==> config.mk <==
export PLATFORM = sky130hd
export DESIGN_NAME = sti_dac_gen
export DESIGN_NICKNAME = d
export VERILOG_FILES = /design/src/rtl/sti_dac_gen.sv
export SDC_FILE = /design/constraint.sdc
export NUM_CORES = 1
export LEC_CHECK = 0
export BUFFER_PORTS_ARGS = -buffer_cell sky130_fd_sc_hd__buf_4
export CAP_MARGIN = 20
export CORE_ASPECT_RATIO = 0.7
export CORE_MARGIN = 8
export CORE_UTILIZATION = 50
export DETAILED_ROUTE_END_ITERATION = 16
export PLACE_DENSITY = 0.7
export SLEW_MARGIN = 30
export SYNTH_ARGS = -nofsm -noshare
export SYNTH_HDL_FRONTEND = slang
export SYNTH_SLANG_ARGS = --single-unit
==> constraint.sdc <==
create_clock -name clk -period 3.4 [get_ports clk]
set_input_delay 0.51 -clock clk [delete_from_list [all_inputs] [get_ports clk]]
set_output_delay 0.51 -clock clk [all_outputs]
set_load 0.01 [all_outputs]
==> src/rtl/sti_dac_gen.sv <==
// -----------------------------------------------------------------------------
// sti_dac_gen : serial transmitter plus pixel-memory arrangement controller.
//
// A parallel word is built into a 1..4 pixel frame. The frame is shifted out
// on so_data/so_valid. The same bits, grouped PIX_W at a time, are written as
// pixels to incrementing memory addresses. On pi_end the rest of the memory
// is zero-filled and pixel_finish is raised.
//
// Optional build macro:
//   STI_PARITY_EN - appends one even-parity bit after each serial frame.
//
// Parameters: PIX_W (bits per pixel, >= 2), ADDR_W (pixel address width).
// Ports:
//   clk, reset          clock, synchronous active-high reset
//   load, pi_data       frame request (IDLE only) and 2*PIX_W-bit payload
//   pi_length           frame length in pixels minus 1
//   pi_fill/pi_low      payload placement for long/short frames
//   pi_msb              1 = transmit MSB first
//   pi_end              start zero-fill of the remaining memory
//   ready               FSM is IDLE (a load is taken this cycle)
//   so_data, so_valid   serial output
//   pixel_wr/addr/dataout  pixel memory write port
//   pixel_finish        memory fully written (sticky)
// -----------------------------------------------------------------------------
module sti_dac_gen #(
  parameter int PIX_W  = 8,
  parameter int ADDR_W = 8
) (
  input  logic                 clk,
  input  logic                 reset,
  input  logic                 load,
  input  logic [2*PIX_W-1:0]   pi_data,
  input  logic [1:0]           pi_length,
  input  logic                 pi_fill,
  input  logic                 pi_msb,
  input  logic                 pi_low,
  input  logic                 pi_end,
  output logic                 ready,
  output logic                 so_data,
  output logic                 so_valid,
  output logic                 pixel_wr,
  output logic [ADDR_W-1:0]    pixel_addr,
  output logic [PIX_W-1:0]     pixel_dataout,
  output logic                 pixel_finish
);

  localparam int DATA_W = 2 * PIX_W;
  localparam int MAX_W  = 4 * PIX_W;
  localparam int CNT_W  = $clog2(MAX_W + 2);
  localparam int GRP_W  = $clog2(PIX_W);

  typedef enum logic [1:0] {
    S_IDLE  = 2'd0,
    S_SHIFT = 2'd1,
    S_FILL  = 2'd2,
    S_DONE  = 2'd3
  } state_t;

  state_t             r_state, w_state_nxt;
  logic [MAX_W-1:0]   r_frame, w_frame, w_src;
  logic [CNT_W-1:0]   r_fw, w_fw_in, w_fw, r_bcnt, w_k, w_idx, w_nbits;
  logic               r_msb, w_msb;
  logic [GRP_W-1:0]   r_gcnt, w_g;
  logic [PIX_W-1:0]   r_pix, w_pix_nxt;
  logic [ADDR_W:0]    r_wcnt;
  logic               w_load_acc, w_emit, w_is_frame, w_frame_bit, w_grp_end;
  logic               w_wr_shift, w_wr_fill, w_bit, w_par_bit, w_wcnt_last;
  logic               r_so_data, r_so_valid, r_pixel_wr, r_finish;
  logic [ADDR_W-1:0]  r_pixel_addr;
  logic [PIX_W-1:0]   r_pixel_data;

  // Frame build from the load-time controls; unused frame bits are zero.
  always_comb begin
    w_frame = '0;
    w_fw_in = CNT_W'(PIX_W) * CNT_W'({1'b0, pi_length} + 3'd1);
    case (pi_length)
      2'd0: begin
        if (pi_low) w_frame = MAX_W'(pi_data[DATA_W-1 -: PIX_W]);
        else        w_frame = MAX_W'(pi_data[PIX_W-1:0]);
      end
      2'd1: w_frame = MAX_W'(pi_data);
      2'd2: begin
        if (pi_fill) w_frame = MAX_W'(pi_data) << PIX_W;
        else         w_frame = MAX_W'(pi_data);
      end
      2'd3: begin
        if (pi_fill) w_frame = MAX_W'(pi_data) << DATA_W;
        else         w_frame = MAX_W'(pi_data);
      end
      default: w_frame = '0;
    endcase
  end

  // Bit selection and pixel/write decisions; in IDLE the first bit comes
  // straight from the input frame so it appears the cycle after load.
  always_comb begin
    w_load_acc = (r_state == S_IDLE) && load;
    w_src      = (r_state == S_IDLE) ? w_frame : r_frame;
    w_fw       = (r_state == S_IDLE) ? w_fw_in : r_fw;
    w_msb      = (r_state == S_IDLE) ? pi_msb  : r_msb;
    w_k        = (r_state == S_IDLE) ? '0      : r_bcnt;
    w_g        = (r_state == S_IDLE) ? '0      : r_gcnt;
`ifdef STI_PARITY_EN
    w_nbits    = r_fw + CNT_W'(1);
    w_par_bit  = ^r_frame;
`else
    w_nbits    = r_fw;
    w_par_bit  = 1'b0;
`endif
    w_idx       = w_msb ? (w_fw - w_k - CNT_W'(1)) : w_k;
    w_is_frame  = (w_k < w_fw);
    // Mask-select keeps every frame bit in use (no dangling shifter bits).
    w_bit       = w_is_frame ? |(w_src & (MAX_W'(1) << w_idx)) : w_par_bit;
    w_emit      = w_load_acc || ((r_state == S_SHIFT) && (r_bcnt != w_nbits));
    w_frame_bit = w_emit && w_is_frame;
    w_grp_end   = w_frame_bit && (w_g == GRP_W'(PIX_W - 1));
    w_pix_nxt   = {r_pix[PIX_W-2:0], w_bit};
    // wcnt MSB set means the memory is full: writes are suppressed.
    w_wr_shift  = w_grp_end && !r_wcnt[ADDR_W];
    w_wr_fill   = (r_state == S_FILL);
    w_wcnt_last = (r_wcnt[ADDR_W-1:0] == {ADDR_W{1'b1}});
  end

  // Next-state logic.
  always_comb begin
    w_state_nxt = r_state;
    case (r_state)
      S_IDLE: begin
        if (load)            w_state_nxt = S_SHIFT;
        else if (pi_end)     w_state_nxt = r_wcnt[ADDR_W] ? S_DONE : S_FILL;
        else                 w_state_nxt = S_IDLE;
      end
      S_SHIFT: begin
        if (r_bcnt == w_nbits) w_state_nxt = S_IDLE;
        else                   w_state_nxt = S_SHIFT;
      end
      S_FILL: begin
        if (w_wcnt_last) w_state_nxt = S_DONE;
        else             w_state_nxt = S_FILL;
      end
      S_DONE:  w_state_nxt = S_DONE;
      default: w_state_nxt = S_IDLE;
    endcase
  end

  // State register.
  always_ff @(posedge clk) begin
    if (reset) r_state <= S_IDLE;
    else       r_state <= w_state_nxt;
  end

  // Datapath: frame capture, serial output, pixel assembly and writes.
  always_ff @(posedge clk) begin
    if (reset) begin
      r_frame      <= '0;
      r_fw         <= '0;
      r_msb        <= 1'b0;
      r_bcnt       <= '0;
      r_gcnt       <= '0;
      r_pix        <= '0;
      r_wcnt       <= '0;
      r_so_data    <= 1'b0;
      r_so_valid   <= 1'b0;
      r_pixel_wr   <= 1'b0;
      r_pixel_addr <= '0;
      r_pixel_data <= '0;
      r_finish     <= 1'b0;
    end else begin
      if (w_load_acc) begin
        r_frame <= w_frame;
        r_fw    <= w_fw_in;
        r_msb   <= pi_msb;
      end
      if (w_emit) begin
        r_so_valid <= 1'b1;
        r_so_data  <= w_bit;
        r_bcnt     <= w_k + CNT_W'(1);
      end else begin
        r_so_valid <= 1'b0;   // so_data holds its last value
      end
      if (w_frame_bit) begin
        r_pix  <= w_pix_nxt;
        r_gcnt <= w_grp_end ? '0 : (w_g + GRP_W'(1));
      end
      if (w_wr_shift) begin
        r_pixel_wr   <= 1'b1;
        r_pixel_addr <= r_wcnt[ADDR_W-1:0];
        r_pixel_data <= w_pix_nxt;
        r_wcnt       <= r_wcnt + (ADDR_W+1)'(1);
      end else if (w_wr_fill) begin
        r_pixel_wr   <= 1'b1;
        r_pixel_addr <= r_wcnt[ADDR_W-1:0];
        r_pixel_data <= '0;
        r_wcnt       <= r_wcnt + (ADDR_W+1)'(1);
      end else begin
        r_pixel_wr   <= 1'b0;
      end
      // Rises the cycle after DONE is entered, i.e. after the last fill write.
      if (r_state == S_DONE) r_finish <= 1'b1;
    end
  end

  assign ready         = (r_state == S_IDLE);
  assign so_data       = r_so_data;
  assign so_valid      = r_so_valid;
  assign pixel_wr      = r_pixel_wr;
  assign pixel_addr    = r_pixel_addr;
  assign pixel_dataout = r_pixel_data;
  assign pixel_finish  = r_finish;

endmodule

==> flow_metrics.py, run 1 <==
metrics = {
    "clock_tree": {
        "cts.sinks": 83,
        "path_clk_slew_ns": 0.06,
        "cts_setup_buffers": 0,
        "holdBufCountCts": 0,
        "insertion_delay_ns": 0.34,
        "cts_resized": 0,
        "tritoncts": "built",
        "cts.path.max_buffers": 2,
        "cts_buffers": 9,
        "cts-root-buf": "clkbuf_16",
        "h-tree-depth": 3,
    },
    "timing": {
        "rsz0062_at_grt": "false",
        "timing.setup.tns_ns": 0,
        "hold_ws_ns": 0.403,
        "relSlewSlack_pct": 43.8,
        "clock_skew_ns": 0.00711,
        "final_max_slew_viol_count": 0,
        "post-route-period-util_pct": 92.7,
        "finalSetupViolations": 0,
        "period_needed_ns": 3.15,
        "finalHoldViolations": 0,
        "tightest_slew_ns": 0.843,
        "fmax_ghz": 0.317,
        "setup_slack_ns": 0.250,
    },
    "detailed_routing": {
        "avgRoutedWirePerCell_um": 17.4,
        "via_count": 4155,
        "antenna_left": 0,
        "wl_mm": 12.1,
        "drtIter0Drc": 386,
        "dr.pass1.iters": 5,
        "drc": 0,
        "vias_per_cell": 6.00,
    },
    "floorplanning": {
        "die-area_um2": 12100,
        "row_count": 28,
        "die_y_um": 94.4,
        "initial_utilization_pct": 51.6,
        "num_io_pins": 46,
        "core_um2": 8510,
        "die_w_um": 128,
    },
    "global_routing": {
        "grt_usage_pct": 20.1,
        "overflow": 0,
        "grt_pass1_wl_mm": 19.4,
        "antenna_found_initial": 0,
        "grt_max_degree": 84,
        "grt_pass1_vias": 3691,
    },
    "placed_design": {
        "place_ws_ns": 0.321,
        "port_buffers": 45,
        "dp_cells": 676,
        "dp_hpwl_mm": 8.67,
        "globalplace.congestion": 0.951,
    },
    "power": {
        "p_leak_nw": 2.02,
        "power.density_nw_per_um2": 513,
        "ir_drop_uv": 287,
        "total_power_w": 0.00263,
    },
    "setup_path": {
        "critPathLaunchType": "flop",
        "path_class": "reg2reg",
        "crit_required_ns": 3.64,
        "crit_slowest_cell": "o21ai_0",
        "crit_chain": "or2_1 > o21ai_0 > ha_1 > inv_1 > fa_1 > xor2_1 > a2bb2oi_1 > o2111ai_1 > o31a_1 > a22o_1 > a311oi_1",
        "critPathBufInv": 1,
        "critPathMaxStageDelay_ns": 0.43,
        "cp_max_fo": 9,
        "crit_family": "compound AO/OA/AOI/OAI gates",
        "cp.arrival_ns": 3.39,
        "critPathCaptureType": "flop",
    },
    "synth": {
        "syn_inst": 539,
        "synth_compound_area_share_pct": 21.2,
        "yosysTopAreaCell": "dfxtp_1",
        "synthTopCellsByCount": "nor2_1, dfxtp_1, nand2_1",
        "synthArstFlopShare_pct": 0,
        "synthesis.nets": 577,
        "syn-cell-area_um2": 4400,
        "ys_types": 58,
        "synth_area_leaders": "dfxtp_1, nor2_1, mux2i_1",
        "synthMuxAreaShare_pct": 7.23,
        "synth-seq-cells": 83,
        "synthXorXnorAreaFrac_pct": 2.39,
        "synth_top_family_by_area": "simple AND/OR/NAND/NOR gates",
        "postSynthAreaPerCell_um2": 8.15,
        "synth_fa_ha_area_share_pct": 3.87,
        "synthFlopType": "dfxtp_1",
        "yosys_warnings": 0,
        "synth-edff-count": 0,
        "synth_top_area_share_pct": 37.8,
        "yosys.area_share.simple_pct": 22.4,
        "ys_seq_area_share_pct": 37.8,
        "synth.most_common_cell": "nor2_1",
    },
    "cells_and_area": {
        "drive_gt1_share_pct": 14.5,
        "fin_cells": 692,
        "nNetsFinal": 605,
        "area_growth_pct": 16.9,
        "n_antenna_cell": 0,
    },
    "min_path": {
        "hold_path_class": "in2reg",
    },
    "flow_run": {
        "drv_cap": 0,
    },
    "run_status": {
        "status": "complete, no violations",
    },
}
-- logic make-up after synthesis --
logic type | Yosys count
buffers and inverters | 53
XOR/XNOR | 12
adder cells (fa/ha/maj) | 13
AO/OA/AOI/OAI | 139
multiplexers | 30
flip-flops | 83
AND/OR/NAND/NOR | 209
-- layer usage --
metal / share of wire, % / track usage (%)
met5: 0 / 0
met4: 1.1 / 4.83
met3: 9.1 / 6.13
met2: 41 / 27.4
met1: 49 / 29.8
-- placed cells by master, fill, tap and decap left out, types with 3 or more instances in the layout --
master / netlist / layout
a311oi_1: 5 / 5
a22oi_1: 18 / 18
nand2b_1: 6 / 6
nor3b_1: 3 / 3
nand3b_1: 4 / 4
mux2i_1: 25 / 25
clkbuf_16: 0 / 9
nand4_1: 6 / 6
a22o_1: 3 / 3
a211oi_1: 12 / 12
nand2_1: 51 / 51
nor2b_1: 3 / 3
a31oi_1: 12 / 12
or3_1: 4 / 4
nor2_1: 85 / 85
ha_1: 12 / 12
mux2_2: 4 / 4
and3_1: 7 / 7
xor2_1: 10 / 10
nor3_1: 16 / 16
buf_4: 0 / 57
and2_1: 7 / 7
dfxtp_1: 83 / 83
a221oi_1: 14 / 14
o21ai_0: 15 / 15
o22ai_1: 4 / 4
a21oi_1: 40 / 40
inv_1: 12 / 12
nand3_1: 6 / 6
-- metrics by stage --
step / area, um^2 / utilization (%)
floorplan: 4400 / -
global placement: 4810 / 56.5
detailed placement: 4810 / 56.5
CTS: 5140 / 60.3
global route: 5140 / 60.3
finish: 5140 / 60.3
-- sequential cells by signal, summed over array words and instances, names as in the netlist --
register / count
pixel_addr: 8
pixel_dataout: 8
pixel_finish: 1
pixel_wr: 1
r_bcnt: 6
r_frame: 32
r_fw: 3
r_gcnt: 3
r_msb: 1
r_pix: 7
r_state: 2
r_wcnt: 9
so_data: 1
so_valid: 1
-- power breakdown --
group | leakage, nW | switching [W] | internal (W) | total [W]
combinational | 1.19 | 0.000313 | 0.000191 | 0.000504
sequential | 0.675 | 0.0000441 | 0.00102 | 0.00107
clock | 0.156 | 0.000395 | 0.000667 | 0.00106
total | 2.02 | 0.000752 | 0.00188 | 0.00263
-- path summary, 6_finish.rpt --
check / start / end / slack (ns) / cells past startpoint
max reg2reg: r_state[0] / pixel_dataout[0] / 0.25 / 11
min: pi_length[0] / r_fw[3] / 0.40 / 2
min reg2reg: pixel_addr[6] / pixel_addr[6] / 0.45 / 2
max: r_state[0] / pixel_dataout[0] / 0.25 / 11
-- area by class of cell --
cell class / count / area, um^2
Fill cell: 758 / 3380
Clock inverter: 5 / 85.1
Tap cell: 120 / 150
Sequential cell: 83 / 1660
Timing Repair Buffer: 57 / 428
Clock buffer: 11 / 243
Inverter: 13 / 48.8
Multi-Input combinational cell: 403 / 2520
(Power assumes the default switching activity.)
==> inputs of run 2 (changes only) <==
- MAX_ROUTING_LAYER: default -> met4
==> run 2 against run 1 <==
Effect of this change:
- maximum frequency is 1.0% lower
- via count is 0.43% higher
- total power grew 0.55%
- critical endpoint is now r_pix[0]
- largest cell class unchanged
- largest power group unchanged
==> flow_metrics.py, run 2 (synthesis gave the netlist of run 1 again) <==
metrics = {
    "run_status": {
        "status": "complete, no violations",
    },
    "placed_design": {
        "port_buffers": 45,
        "dp_cells": 676,
        "globalplace.congestion": 0.937,
        "dp_hpwl_mm": 8.83,
        "place_ws_ns": 0.207,
    },
    "global_routing": {
        "grt_usage_pct": 21.6,
        "grt_pass1_wl_mm": 20.1,
        "overflow": 0,
        "grt_max_degree": 84,
        "antenna_found_initial": 0,
        "grt_pass1_vias": 3821,
    },
    "power": {
        "power.switching_w": 0.000767,
        "p_leak_nw": 2.03,
        "p_seq_share_pct": 40.3,
        "pwr-share-clk_pct": 40.5,
        "p_comb_share_pct": 19.2,
        "p_int_w": 0.00188,
        "total_power_w": 0.00265,
        "swShare_pct": 29.0,
        "power.density_nw_per_um2": 516,
        "ir_drop_uv": 370,
    },
    "timing": {
        "post-route-period-util_pct": 93.6,
        "clock_skew_ns": 0.00730,
        "hold_ws_ns": 0.386,
        "finalHoldViolations": 0,
        "timing.setup.tns_ns": 0,
        "final_max_slew_viol_count": 0,
        "tightest_slew_ns": 0.865,
        "rsz0062_at_grt": "false",
        "relSlewSlack_pct": 42.3,
        "period_needed_ns": 3.18,
        "finalSetupViolations": 0,
        "setup_slack_ns": 0.218,
        "fmax_ghz": 0.314,
    },
    "clock_tree": {
        "holdBufCountCts": 0,
        "cts_resized": 0,
        "insertion_delay_ns": 0.34,
        "cts-root-buf": "clkbuf_16",
        "h-tree-depth": 3,
        "cts.sinks": 83,
        "cts_setup_buffers": 0,
        "cts.path.max_buffers": 2,
        "tritoncts": "built",
        "path_clk_slew_ns": 0.07,
        "cts_buffers": 9,
    },
    "floorplanning": {
        "die-area_um2": 12100,
        "row_count": 28,
        "num_io_pins": 46,
        "die_y_um": 94.4,
        "core_um2": 8510,
        "die_w_um": 128,
        "initial_utilization_pct": 51.6,
    },
    "setup_path": {
        "path_class": "reg2reg",
        "crit_required_ns": 3.64,
        "r2r_slack_ns": 0.22,
        "critPathLaunchType": "flop",
        "r2r-end": "r_pix[0]",
        "cp_max_fo": 10,
        "critPathCaptureType": "flop",
        "cp.arrival_ns": 3.43,
        "r2r_start": "r_state[0]",
        "reg2reg_depth": 12,
    },
    "cells_and_area": {
        "drive_gt1_share_pct": 14.5,
        "n_antenna_cell": 0,
        "multi_input_comb_area_um2": 2520,
        "seqCellArea_um2": 1660,
        "top_register": "r_frame",
        "nFillCells": 817,
        "mostFrequentLayoutCells": "nor2_1, dfxtp_1, buf_4",
        "area_growth_pct": 16.9,
        "nNetsFinal": 605,
        "fin_cells": 692,
        "reg.largest.list": "r_frame (32), r_wcnt (9)",
        "final_common_cell": "nor2_1",
        "largest_reg_flops": 32,
    },
    "detailed_routing": {
        "drtIter0Drc": 398,
        "avgRoutedWirePerCell_um": 18.0,
        "via_count": 4173,
        "dr.pass1.iters": 5,
        "antenna_left": 0,
        "drc": 0,
        "wl_mm": 12.5,
        "vias_per_cell": 6.03,
    },
    "min_path": {
        "timing.hold.worst_endpoint": "r_fw[3]",
        "whs_path_depth": 2,
        "min_from": "pi_length[0]",
        "hold_path_class": "in2reg",
    },
    "flow_run": {
        "drv_cap": 0,
    },
}
-- run 2: cell count changes in the layout (fill, tap and decap cells not counted), sizes merged --
cell	delta
clkinvlp	-1
inv	-1
clkinv	+2
-- run 2: area by class of cell --
| type | instances | share of cell area [%] |
|---|---|---|
| inverters | 13 | 0.950 |
| clock inverters | 5 | 1.68 |
| multi-input cells | 403 | 49.1 |
| repair buffers | 57 | 8.33 |
| well taps | 120 | 2.92 |
| flip-flops and latches | 83 | 32.3 |
| clock buffers | 11 | 4.72 |
-- run 2: how the worst max path moves through the flow --
stage,startpoint,to,slack (ns),cells after the start
after floorplan,r_state[1],r_wcnt[0],0.07,15
after global placement,r_state[0],r_pix[0],0.30,11
after detailed placement,r_state[0],r_pix[0],0.21,11
after CTS,r_state[0],r_pix[0],0.15,11
after global routing,r_state[0],pixel_dataout[0],0.02,12
final,r_state[0],r_pix[0],0.22,12
-- run 2: worst max-delay path: stages, from the launching register on --
cell       delay, ns
dfxtp_1         0.47
or2_1           0.38
nand2_1         0.10
o21ai_1         0.20
ha_1            0.21
inv_1           0.05
fa_1            0.37
xor2_1          0.14
a2bb2oi_1       0.31
o2111ai_1       0.20
o31a_1          0.14
a22o_1          0.22
a311oi_1        0.28
-- run 2: per-layer routing --
metal / share of wire (%) / vias to the layer above / global-route usage [%] / wire (um)
li1: - / 1992 / - / -
met3: 9.9 / 15 / 5.97 / 1230
met1: 48 / 1949 / 30.7 / 5990
met5: 0 / - / - / 0
met2: 41 / 217 / 29.5 / 5130
met4: 0.93 / 0 / 4.73 / 116
-- run 2: through the flow --
step | utilization (%) | cell area, um^2
2_1_floorplan | - | 4400
3_3_place_gp | 56.5 | 4810
3_5_place_dp | 56.5 | 4810
4_1_cts | 60.3 | 5140
5_1_grt | 60.3 | 5140
6_report | 60.3 | 5140
-- run 2: power by group through the flow --
stage	combinational, W	clock [W]	sequential (W)
global placement	0.000482	0	0.00108
finish	0.000510	0.00107	0.00107
global route	0.000553	0.00112	0.00107
CTS	0.000499	0.00108	0.00107
detailed placement	0.000494	0	0.00109
floorplan	0.000348	0	0.00107
